===== src/rtl/gate_identifier.sv =====
// Gate identifier: walks an unknown 2-input gate through the input vectors
// 00, 01, 10 and 11, in that order. Each vector is held for SETTLE_CYCLES clocks.
// The gate's response is captured on the last edge of each vector.
// The captured 4-entry truth table is then classified as one of the known gate types.
module gate_identifier #(
  parameter int SETTLE_CYCLES = 2
) (
  input  logic       i_clk,
  input  logic       i_rst_n,
  input  logic       i_start,
  input  logic       i_abort,
  input  logic       i_gate_out,
  output logic       o_in1,
  output logic       o_in2,
  output logic       o_busy,
  output logic       o_done,
  output logic [3:0] o_truth,
  output logic [2:0] o_code
);

  localparam int CNT_W = (SETTLE_CYCLES > 1) ? $clog2(SETTLE_CYCLES) : 1;
  localparam logic [CNT_W-1:0] CNT_LAST = CNT_W'(SETTLE_CYCLES - 1);

  typedef enum logic {
    ST_IDLE = 1'b0,
    ST_RUN  = 1'b1
  } state_t;

  state_t           r_state;
  logic [1:0]       r_vec;
  logic [CNT_W-1:0] r_cnt;
  // Shadow entries for vectors 0..2; the vector-3 sample goes straight into the result.
  logic [2:0]       r_tt;
  logic             r_busy;
  logic             r_done;
  logic [3:0]       r_truth;
  logic [2:0]       r_code;
  logic [3:0]       w_final_tt;

  // Exact-match classification; anything else (constants, NOT(in2), ...) is UNKNOWN.
  function automatic logic [2:0] classify(input logic [3:0] tt);
    logic [2:0] code;
    case (tt)
      4'b0011: code = 3'd1;  // NOT(in1)
      4'b1110: code = 3'd2;  // OR
      4'b1000: code = 3'd3;  // AND
      4'b0001: code = 3'd4;  // NOR
      4'b0111: code = 3'd5;  // NAND
      4'b0110: code = 3'd6;  // XOR
      4'b1001: code = 3'd7;  // XNOR
      default: code = 3'd0;  // UNKNOWN
    endcase
    return code;
  endfunction

  // The full table on the completion edge includes the sample that is being taken now.
  assign w_final_tt = {i_gate_out, r_tt};

  // Sequencer: holds each vector, samples the gate at the vector end, and publishes the result.
  always_ff @(posedge i_clk or negedge i_rst_n) begin
    if (!i_rst_n) begin
      r_state <= ST_IDLE;
      r_vec   <= 2'd0;
      r_cnt   <= '0;
      r_tt    <= 3'd0;
      r_busy  <= 1'b0;
      r_done  <= 1'b0;
      r_truth <= 4'd0;
      r_code  <= 3'd0;
    end else begin
      r_done <= 1'b0;
      case (r_state)
        ST_IDLE: begin
          if (i_start) begin
            r_state <= ST_RUN;
            r_vec   <= 2'd0;
            r_cnt   <= '0;
            r_busy  <= 1'b1;
          end
        end
        ST_RUN: begin
          if (i_abort) begin
            // Abandon the run; the previously published result stays visible.
            r_state <= ST_IDLE;
            r_vec   <= 2'd0;
            r_cnt   <= '0;
            r_busy  <= 1'b0;
          end else if (r_cnt == CNT_LAST) begin
            r_cnt <= '0;
            if (r_vec != 2'd3) begin
              for (int i = 0; i < 3; i++) begin
                if (r_vec == 2'(i)) r_tt[i] <= i_gate_out;
              end
              r_vec <= r_vec + 2'd1;
            end else begin
              r_state <= ST_IDLE;
              r_vec   <= 2'd0;
              r_busy  <= 1'b0;
              r_truth <= w_final_tt;
              r_code  <= classify(w_final_tt);
              r_done  <= 1'b1;
            end
          end else begin
            r_cnt <= r_cnt + 1'b1;
          end
        end
        default: r_state <= ST_IDLE;
      endcase
    end
  end

  assign o_in1   = r_vec[1];
  assign o_in2   = r_vec[0];
  assign o_busy  = r_busy;
  assign o_done  = r_done;
  assign o_truth = r_truth;
  assign o_code  = r_code;

endmodule


===== config.mk =====
export PLATFORM = sky130hd
export DESIGN_NAME = gate_identifier
export DESIGN_NICKNAME = d
export VERILOG_FILES = /design/src/rtl/gate_identifier.sv
export SDC_FILE = /design/constraint.sdc
export NUM_CORES = 1
export LEC_CHECK = 0
export BUFFER_PORTS_ARGS = -buffer_cell sky130_fd_sc_hd__buf_2
export CORE_MARGIN = 2
export CORE_UTILIZATION = 55
export CTS_CLUSTER_SIZE = 12
export DETAILED_ROUTE_END_ITERATION = 10
export PLACE_DENSITY = 0.9
export SYNTH_ARGS = -nofsm -noshare
export SYNTH_HDL_FRONTEND = slang
export SYNTH_SLANG_ARGS = --single-unit

===== constraint.sdc =====
create_clock -name i_clk -period 2.2 [get_ports i_clk]
set_input_delay 0 -clock i_clk [delete_from_list [all_inputs] [get_ports i_clk]]
set_output_delay 0 -clock i_clk [all_outputs]
set_load 0.02 [all_outputs]

; Word-level counts from Yosys, hierarchy flattened
; Index checks and enable logic that the tools add are counted.
[totals]
output_inout_bits = 11
inputBits = 5
ff_bits = 16
elab_cells = 59
[classes]
reduce_logical = 7
mux = 24
n_eq_ne = 13
n_addsub = 2
bitwise_logic = 3
[op_table]
columns = cell, n
row1 = 3-bit case mux with 7 select lines, 1
row2 = 1-bit two-way mux, 15
row3 = 5-bit AND reduction, 3
row4 = "4-bit equality test, second input constant", 3
row5 = "4-bit by 3-bit equality test with 1-bit output, second input constant", 2
row6 = 2-bit two-way mux, 4
row7 = 1-bit case mux with 2 select lines, 3
row8 = "4-bit by 1-bit equality test with 1-bit output, second input constant", 1
row9 = "4-bit by 2-bit equality test with 1-bit output, second input constant", 1
row10 = "2-bit inequality test, second input constant", 2
row11 = 2-bit case mux with 2 select lines, 1
row12 = 4-bit AND reduction, 1
row13 = "3-bit by 2-bit inequality test with 1-bit output, second input constant", 1
row14 = "3-bit inequality test, second input constant", 1
row15 = 1-bit NOT, 3
row16 = 3-bit AND reduction, 1
row17 = "2-bit by 1-bit adder with 2-bit output, second input constant", 1
row18 = "2-bit by 1-bit equality test with 1-bit output, second input constant", 1
row19 = "2-bit equality test, second input constant", 1
row20 = 2-bit logical NOT, 1
row21 = 2-bit AND reduction, 1
row22 = "1-bit adder, second input constant", 1

; Depth between registers and ports, before layout
; Gate-level depths: netlist of the first run.
[depth]
ltp_word = 5
mapped_depth = 5
depth_no_buf = 4

; Worst setup path before layout of the first run
; Ideal clock, no wire load.
[synth_path]
path_type = register to register
start = reg r_vec[1]
end = reg r_tt[0]
synth_period_minus_slack_ns = 1.516
path_buffers = 0
setup_time_ns = 0.127
arrival_ns = 1.389
required_ns = 2.073
setup_slack_ns = 0.684
path_stages_with_launch = 5
path_cell_list = dfrtp_1 -> ha_1 -> and4bb_4 -> nand2_1 -> mux2_1
[synth_via]
elab_chain_len = 2
word_cells_on_any_way = 3
cone_classes = 1 x eq/ne / 2 x reduce/logical
[synth_rtl]
columns = item, line
row1 = start: declaration, 30  ; logic [1:0] r_vec;
row2 = start signal: assignment, 94  ; r_vec <= r_vec + 2'd1;
row3 = 2-bit inequality test / 2-bit logical NOT (equally long branches), "90, 92"
row4 = 5-bit AND reduction (no line) (*), n/a
row5 = end signal: indexed assignment, 92  ; if (r_vec == 2'(i)) r_tt[i] <= i_gate_out;
row6 = end: declaration, 33  ; logic [2:0] r_tt;
; Mark *: on every way between the ends. The rest lies on a longest branch, timed or not.
; A chain may end at the register's enable or synchronous reset.

; Final worst setup path of the first run
[layout_path]
start = reg r_vec[1]
end = reg r_truth[3], in the netlist o_truth[3]
[layout_via]
elab_chain_len = 3
[layout_rtl]
columns = item, line
row1 = 2-bit inequality test, 90  ; if (r_vec != 2'd3) begin
row2 = 1-bit NOT (no line), n/a
row3 = 4-bit AND reduction (no line), n/a
row4 = end signal: assignment, 99  ; r_truth <= w_final_tt;
row5 = end: declaration, 36  ; logic [3:0] r_truth;
; No other way between the ends.

==> results of run 1 <==
how the worst max path moves through the flow:
stage	startpoint	endpoint	cells after the start
after CTS	r_vec[1]	o_truth[1]	3
after floorplan	r_vec[1]	r_tt[0]	4
after detailed placement	r_vec[1]	o_truth[1]	3
after global routing	r_vec[1]	o_truth[1]	3
final	r_vec[1]	o_truth[3]	3
after global placement	r_vec[1]	o_truth[3]	3
cell usage in the layout, fill, tap and decap left out, types with 2 or more instances in the layout:
cell type	synthesis	layout
o21ai_0	3	3
inv_1	4	4
mux2_1	3	3
nor2_1	6	6
ha_1	4	4
a21oi_1	3	3
dfrtp_1	16	16
mux2_4	3	3
dlygate4sd3_1	0	3
mux2_2	2	2
buf_2	0	15
nand2_1	8	8
a2bb2oi_1	2	2
clkbuf_4	0	3
layout make-up:
cell class | count | area, µm² | area share [%]
flip-flops and latches | 16 | 400 | 44.5
multi-input cells | 42 | 324 | 36.0
well taps | 15 | 18.8 | 2.09
repair buffers | 18 | 105 | 11.7
clock buffers | 4 | 36.3 | 4.03
inverters | 4 | 15.0 | 1.67
per-layer routing:
metal,part of all wire [%],vias to the layer above,GRT usage (%),wire length (µm)
met3,5.8,2,3.80,72
met5,0,-,0,0
met2,51,14,34.0,636
li1,-,258,-,-
met1,43,231,20.8,535
met4,0.56,0,15.0,7
synthesized netlist by cell type:
master | instances | area (µm²)
dfrtp_1 | 16 | 400
nand2_1 | 8 | 30.0
nor2_1 | 6 | 22.5
ha_1 | 4 | 50.1
inv_1 | 4 | 15.0
a21oi_1 | 3 | 15.0
mux2_1 | 3 | 33.8
mux2_4 | 3 | 45.0
o21ai_0 | 3 | 15.0
a2bb2oi_1 | 2 | 17.5
mux2_2 | 2 | 22.5
a21o_2 | 1 | 8.76
and3b_1 | 1 | 8.76
and4bb_4 | 1 | 16.3
buf_4 | 1 | 7.51
mux2i_1 | 1 | 10.0
nand4b_1 | 1 | 8.76
nor3_1 | 1 | 5.00
nor3b_1 | 1 | 7.51
o31ai_1 | 1 | 7.51
power groups by stage:
stage          combinational, mW  clock, mW  sequential, mW
6_report                   0.168      0.190           0.383
5_1_grt                    0.190      0.211           0.392
4_1_cts                    0.171      0.197           0.384
3_5_place_dp               0.167          0           0.390
3_3_place_gp               0.160          0           0.386
2_1_floorplan             0.0967          0           0.400
timing repair:
action,CTS,global route
endpoints found under the hold margin,19,0
hold buffers,3,0
setup buffers,0,0
worst max-delay path: stages (launching register included):
cell	delay, ns
dfrtp_1	0.45
ha_1	0.22
nand4b_1	0.42
mux2_4	0.44
cell families (layout without fill, tap and decap cells):
family	count (synthesis)	after routing	share of synthesized area [%]
buffers and inverters	5	26	3.01
and+or+nand+nor	19	19	13.2
DFF	16	16	53.6
AOI/OAI and AO/OA	10	10	8.54
muxes	9	9	14.9
adders and majority gates	4	4	6.70
registers in the layout, summed over array words and instances (netlist names):
register and flops:
o_truth 4, o_code 3, r_tt 3, r_vec 2, o_busy 1, o_done 1, r_cnt 1, r_state 1
stage by stage:
stage	area [µm²]	hold WS [ns]	utilization, %
6_report	900	0.0348	70.0
3_5_place_dp	833	-0.0739	64.8
4_1_cts	900	0.0209	70.0
2_1_floorplan	747	-0.296	-
3_3_place_gp	833	-0.0808	64.8
5_1_grt	900	0.0262	70.0
==> flow_metrics.env, run 1 <==
export IMPL_cts_root_buf="clkbuf_4"
export IMPL_setup_viol=0
export IMPL_portBuffers=15
export IMPL_yosys_warnings=0
export IMPL_num_rows=13
export IMPL_die_h_um=40.9
export IMPL_hp_start="i_gate_out"
export IMPL_n_antenna_cell=0
export IMPL_stdcell_count=99
export IMPL_clk_pin_slew_ns=0.09
export IMPL_synth_area_um2=747
export IMPL_worstHoldPathCells=2
export IMPL_synth_fp_nets=72
export IMPL_reg2reg_depth=3
export IMPL_fillers=106
export IMPL_powerDensity_nw_per_um2=825
export IMPL_dieArea_um2=1670
export IMPL_slew_viol_final=0
export IMPL_vias=505
export IMPL_required_ns=2.37
export IMPL_critPathMaxFanout=11
export IMPL_skew_ns=0.00568
export IMPL_slew_headroom_pct=67.1
export IMPL_io_pins=16
export IMPL_clock_latency_ns=0.28
export IMPL_grt_max_degree=17
export IMPL_cts_resized=0
export IMPL_netSwitchingPower_mw=0.226
export IMPL_rrSetupSlack_ns=0.56
export IMPL_gp_congestion=0.714
export IMPL_total_power_mw=0.742
export IMPL_p_int_mw=0.515
export IMPL_drc=0
export IMPL_dp_cells=92
export IMPL_p_comb_share_pct=22.7
export IMPL_htree_levels=1
export IMPL_drt_iter0_markers=4
export IMPL_irDropWorstVdd_mv=0.518
export IMPL_worstSetupPathType="flip-flop to flip-flop"
export IMPL_wl_per_cell_um=12.6
export IMPL_fin_crit_sh_pct=74.3
export IMPL_routed_wl_um=1250
export IMPL_design_core_area_um2=1280
export IMPL_rsz0062_at_grt="no"
export IMPL_leakagePower_nw=0.487
export IMPL_hpwl_um=964
export IMPL_antenna_left=0
export IMPL_dp_slack_ns=0.557
export IMPL_setup_slack_ns=0.565
export IMPL_syn_to_final_growth_pct=20.4
export IMPL_netlist_cell_type_count=20
export IMPL_syn_area_per_cell_um2=11.9
export IMPL_cts_tree="yes"
export IMPL_startpoint_type="flip-flop"
export IMPL_critPathArrivalTime_ns=1.80
export IMPL_drive_gt1_share_pct=31.0
export IMPL_finalSetupTns_ns=0
export IMPL_reg2reg_to="o_truth[3]"
export IMPL_fmax_mhz=611
export IMPL_worst_hold_path_type="input pin to flip-flop"
export IMPL_grt_pass1_vias=506
export IMPL_hold_viol=0
export IMPL_die_width_um=40.9
export IMPL_dr_pass1_iters=3
export IMPL_clock_sinks=16
export IMPL_seq_area_frac_synth_pct=53.6
export IMPL_switching_share_pct=30.5
export IMPL_whs_endpoint="r_tt[2]"
export IMPL_viasPerCell=5.10
export IMPL_endpoint_kind="flip-flop"
export IMPL_antenna_found_initial=0
export IMPL_clock_power_share_pct=25.6
export IMPL_grt_use_total_pct=19.7
export IMPL_period_needed_ns=1.64
export IMPL_maxCapViolCount=0
export IMPL_gr_total_overflow=0
export IMPL_grt_pass1_wl_um=2040
export IMPL_clk_path_buf_depth=2
export IMPL_start_util_pct=58.1
export IMPL_worstMarginPinSlew_ns=0.491
export IMPL_synth_seq_cells=16
export IMPL_numCtsBuffers=3
export IMPL_p_seq_share_pct=51.7
export IMPL_r2r_start="r_vec[1]"
export IMPL_syn_inst=63
export IMPL_nets=94
export IMPL_status="finished clean"
Note: power is estimated with default switching activity, not from simulation.
==> run 2, diff against run 1 <==
--- a/config.mk
+++ b/config.mk
@@ -7,10 +7,10 @@
 export LEC_CHECK = 0
 export BUFFER_PORTS_ARGS = -buffer_cell sky130_fd_sc_hd__buf_2
 export CORE_MARGIN = 2
-export CORE_UTILIZATION = 55
+export CORE_UTILIZATION = 46
 export CTS_CLUSTER_SIZE = 12
 export DETAILED_ROUTE_END_ITERATION = 10
-export PLACE_DENSITY = 0.9
+export PLACE_DENSITY = 0.82
 export SYNTH_ARGS = -nofsm -noshare
 export SYNTH_HDL_FRONTEND = slang
 export SYNTH_SLANG_ARGS = --single-unit
==> constraint.sdc (replaced) <==
create_clock -name i_clk -period 1.4 [get_ports i_clk]
set_input_delay 0 -clock i_clk [delete_from_list [all_inputs] [get_ports i_clk]]
set_output_delay 0 -clock i_clk [all_outputs]
set_load 0.02 [all_outputs]
==> run 2 against run 1 <==
  * Sequential power rose by 57%
  * Combinational power up 94%
  * Global-route usage decreased by 4.1 points
  * Clock skew down 0.0029 ns
  * Clock power increased by 60%
  * First-iteration DRC count fell by 50%
  * Final cell count up 4.0%
  * Non-clock buffer count rose by 3
  * Cell area grew 5.6%
  * Die area up 18%
  * Via count increased by 3.4%
  * Power increased by 66%
  * Critical endpoint is now r_tt[0]
==> flow_metrics.env, run 2 (synthesized netlist as in run 1, its figures left out) <==
export IMPL_powerDensity_nw_per_um2=1300
export IMPL_setup_viol=0
export IMPL_cts_root_buf="clkbuf_4"
export IMPL_status="finished clean"
export IMPL_fillers=129
export IMPL_critPathArrivalTime_ns=1.57
export IMPL_hpwl_um=949
export IMPL_viasPerCell=5.07
export IMPL_r2r_start="r_vec[0]"
export IMPL_hold_slack_ns=0.0577
export IMPL_clock_power_share_pct=24.6
export IMPL_multi_input_area_um2=348
export IMPL_dieArea_um2=1960
export IMPL_htree_levels=1
export IMPL_die_h_um=44.3
export IMPL_slowest_stage="dfrtp_2"
export IMPL_p_comb_share_pct=26.4
export IMPL_cp_num_cells=4
export IMPL_cp_startpoint="r_vec[0]"
export IMPL_fmax_mhz=720
export IMPL_nets=97
export IMPL_crit_end="r_tt[0]"
export IMPL_final_cell_mix="buf_2, dfrtp_1, nand2_1"
export IMPL_grt_pass1_vias=535
export IMPL_clock_latency_ns=0.28
export IMPL_endpoint_kind="flip-flop"
export IMPL_wl_per_cell_um=12.3
export IMPL_num_rows=14
export IMPL_design_core_area_um2=1510
export IMPL_hold_viol=0
export IMPL_skew_ns=0.00274
export IMPL_numCtsBuffers=3
export IMPL_drive_gt1_share_pct=40.2
export IMPL_switching_share_pct=30.5
export IMPL_antenna_found_initial=0
export IMPL_period_needed_ns=1.39
export IMPL_mostFrequentLayoutCell="buf_2"
export IMPL_drt_iter0_markers=2
export IMPL_fin_crit_sh_pct=99.2
export IMPL_p_seq_share_pct=48.9
export IMPL_required_ns=1.58
export IMPL_leakagePower_nw=0.508
export IMPL_rrSetupSlack_ns=0.01
export IMPL_die_width_um=44.3
export IMPL_drc=0
export IMPL_start_util_pct=49.6
export IMPL_io_pins=16
export IMPL_worstSetupPathType="flip-flop to flip-flop"
export IMPL_grt_use_total_pct=15.6
export IMPL_cts_tree="yes"
export IMPL_clock_sinks=16
export IMPL_slew_viol_final=0
export IMPL_grt_pass1_wl_um=2240
export IMPL_portBuffers=15
export IMPL_routed_wl_um=1270
export IMPL_syn_to_final_growth_pct=27.1
export IMPL_total_power_mw=1.23
export IMPL_slew_headroom_pct=76.6
export IMPL_gp_congestion=0.720
export IMPL_netSwitchingPower_mw=0.376
export IMPL_n_antenna_cell=0
export IMPL_irDropWorstVdd_mv=0.758
export IMPL_crit_family="flip-flops"
export IMPL_rsz0062_at_grt="yes"
export IMPL_vias=522
export IMPL_worstMarginPinSlew_ns=0.350
export IMPL_antenna_left=0
export IMPL_gr_total_overflow=0
export IMPL_cp_num_buf_inv=0
export IMPL_worstHoldPathCells=2
export IMPL_grt_max_degree=17
export IMPL_reg2reg_depth=4
export IMPL_largest_reg_flops=4
export IMPL_dr_pass1_iters=4
export IMPL_worst_hold_path_type="input pin to flip-flop"
export IMPL_seqCellArea_um2=403
export IMPL_reg2reg_to="r_tt[0]"
export IMPL_critPathMaxFanout=4
export IMPL_maxCapViolCount=0
export IMPL_clk_path_buf_depth=2
export IMPL_clk_pin_slew_ns=0.09
export IMPL_startpoint_type="flip-flop"
export IMPL_p_int_mw=0.857
export IMPL_cpPeakStageDelay_ns=0.43
export IMPL_path_cells="ha_4 > and4bb_4 > nand2_1 > mux2_4"
run 2: power by group through the flow:
stage / Sequential (mW) / Combinational, mW / Clock (mW)
floorplan: 0.641 / 0.166 / 0
global placement: 0.607 / 0.307 / 0
detailed placement: 0.614 / 0.311 / 0
CTS: 0.604 / 0.320 / 0.312
global route: 0.617 / 0.363 / 0.333
finish: 0.603 / 0.326 / 0.304
run 2: worst min-delay path by stage:
| stage | slack [ns] | startpoint | end |
|---|---|---|---|
| after detailed placement | -0.07 | i_rst_n | r_tt[1] |
| final | 0.06 | i_gate_out | r_tt[2] |
| after global placement | -0.08 | i_rst_n | o_truth[1] |
| after CTS | 0.04 | i_gate_out | r_tt[0] |
| after floorplan | -0.30 | i_rst_n | o_busy |
| after global routing | 0.06 | i_gate_out | r_tt[0] |
run 2: per-layer routing:
| metal | global-route usage (%) | part of all wire (%) | up-vias |
|---|---|---|---|
| met5 | 0 | 0 | - |
| met4 | 7.27 | 1.5 | 0 |
| met3 | 2.45 | 3.5 | 2 |
| met2 | 27.4 | 52 | 16 |
| met1 | 18.6 | 43 | 239 |
| li1 | - | - | 265 |
run 2: cell type report:
class | instances | area share (%)
sequential | 16 | 42.4
inverter | 4 | 1.58
multi-input combinational | 42 | 36.6
timing repair buffer | 21 | 13.4
tap | 16 | 2.11
clock buffer | 4 | 3.82
run 2: stage by stage:
step / area, µm² / instances / utilization [%] / setup TNS (ns) / worst slack [ns]
after global routing: 950 / 103 / 63.0 / -0.106 / -0.0380
after CTS: 946 / 103 / 62.8 / -0.000483 / -0.000483
after detailed placement: 880 / 96 / 58.4 / 0 / 0.0172
after global placement: 880 / 96 / 58.4 / 0 / 0.0427
after floorplan: 769 / 63 / - / -0.0733 / -0.0250
final: 950 / 103 / 63.0 / 0 / 0.0118
run 2: repair_timing:
item,CTS,global route
hold endpoints to repair,19,0
resized for setup,0,1
setup endpoints to repair,1,3
buffers inserted,0,0
pin swaps,0,0
hold buffers,3,0
run 2: worst register-to-register path, stage by stage (launching register included):
cell and delay, ns:
dfrtp_2 0.43, ha_4 0.17, and4bb_4 0.32, nand2_1 0.07
mux2_4 0.29
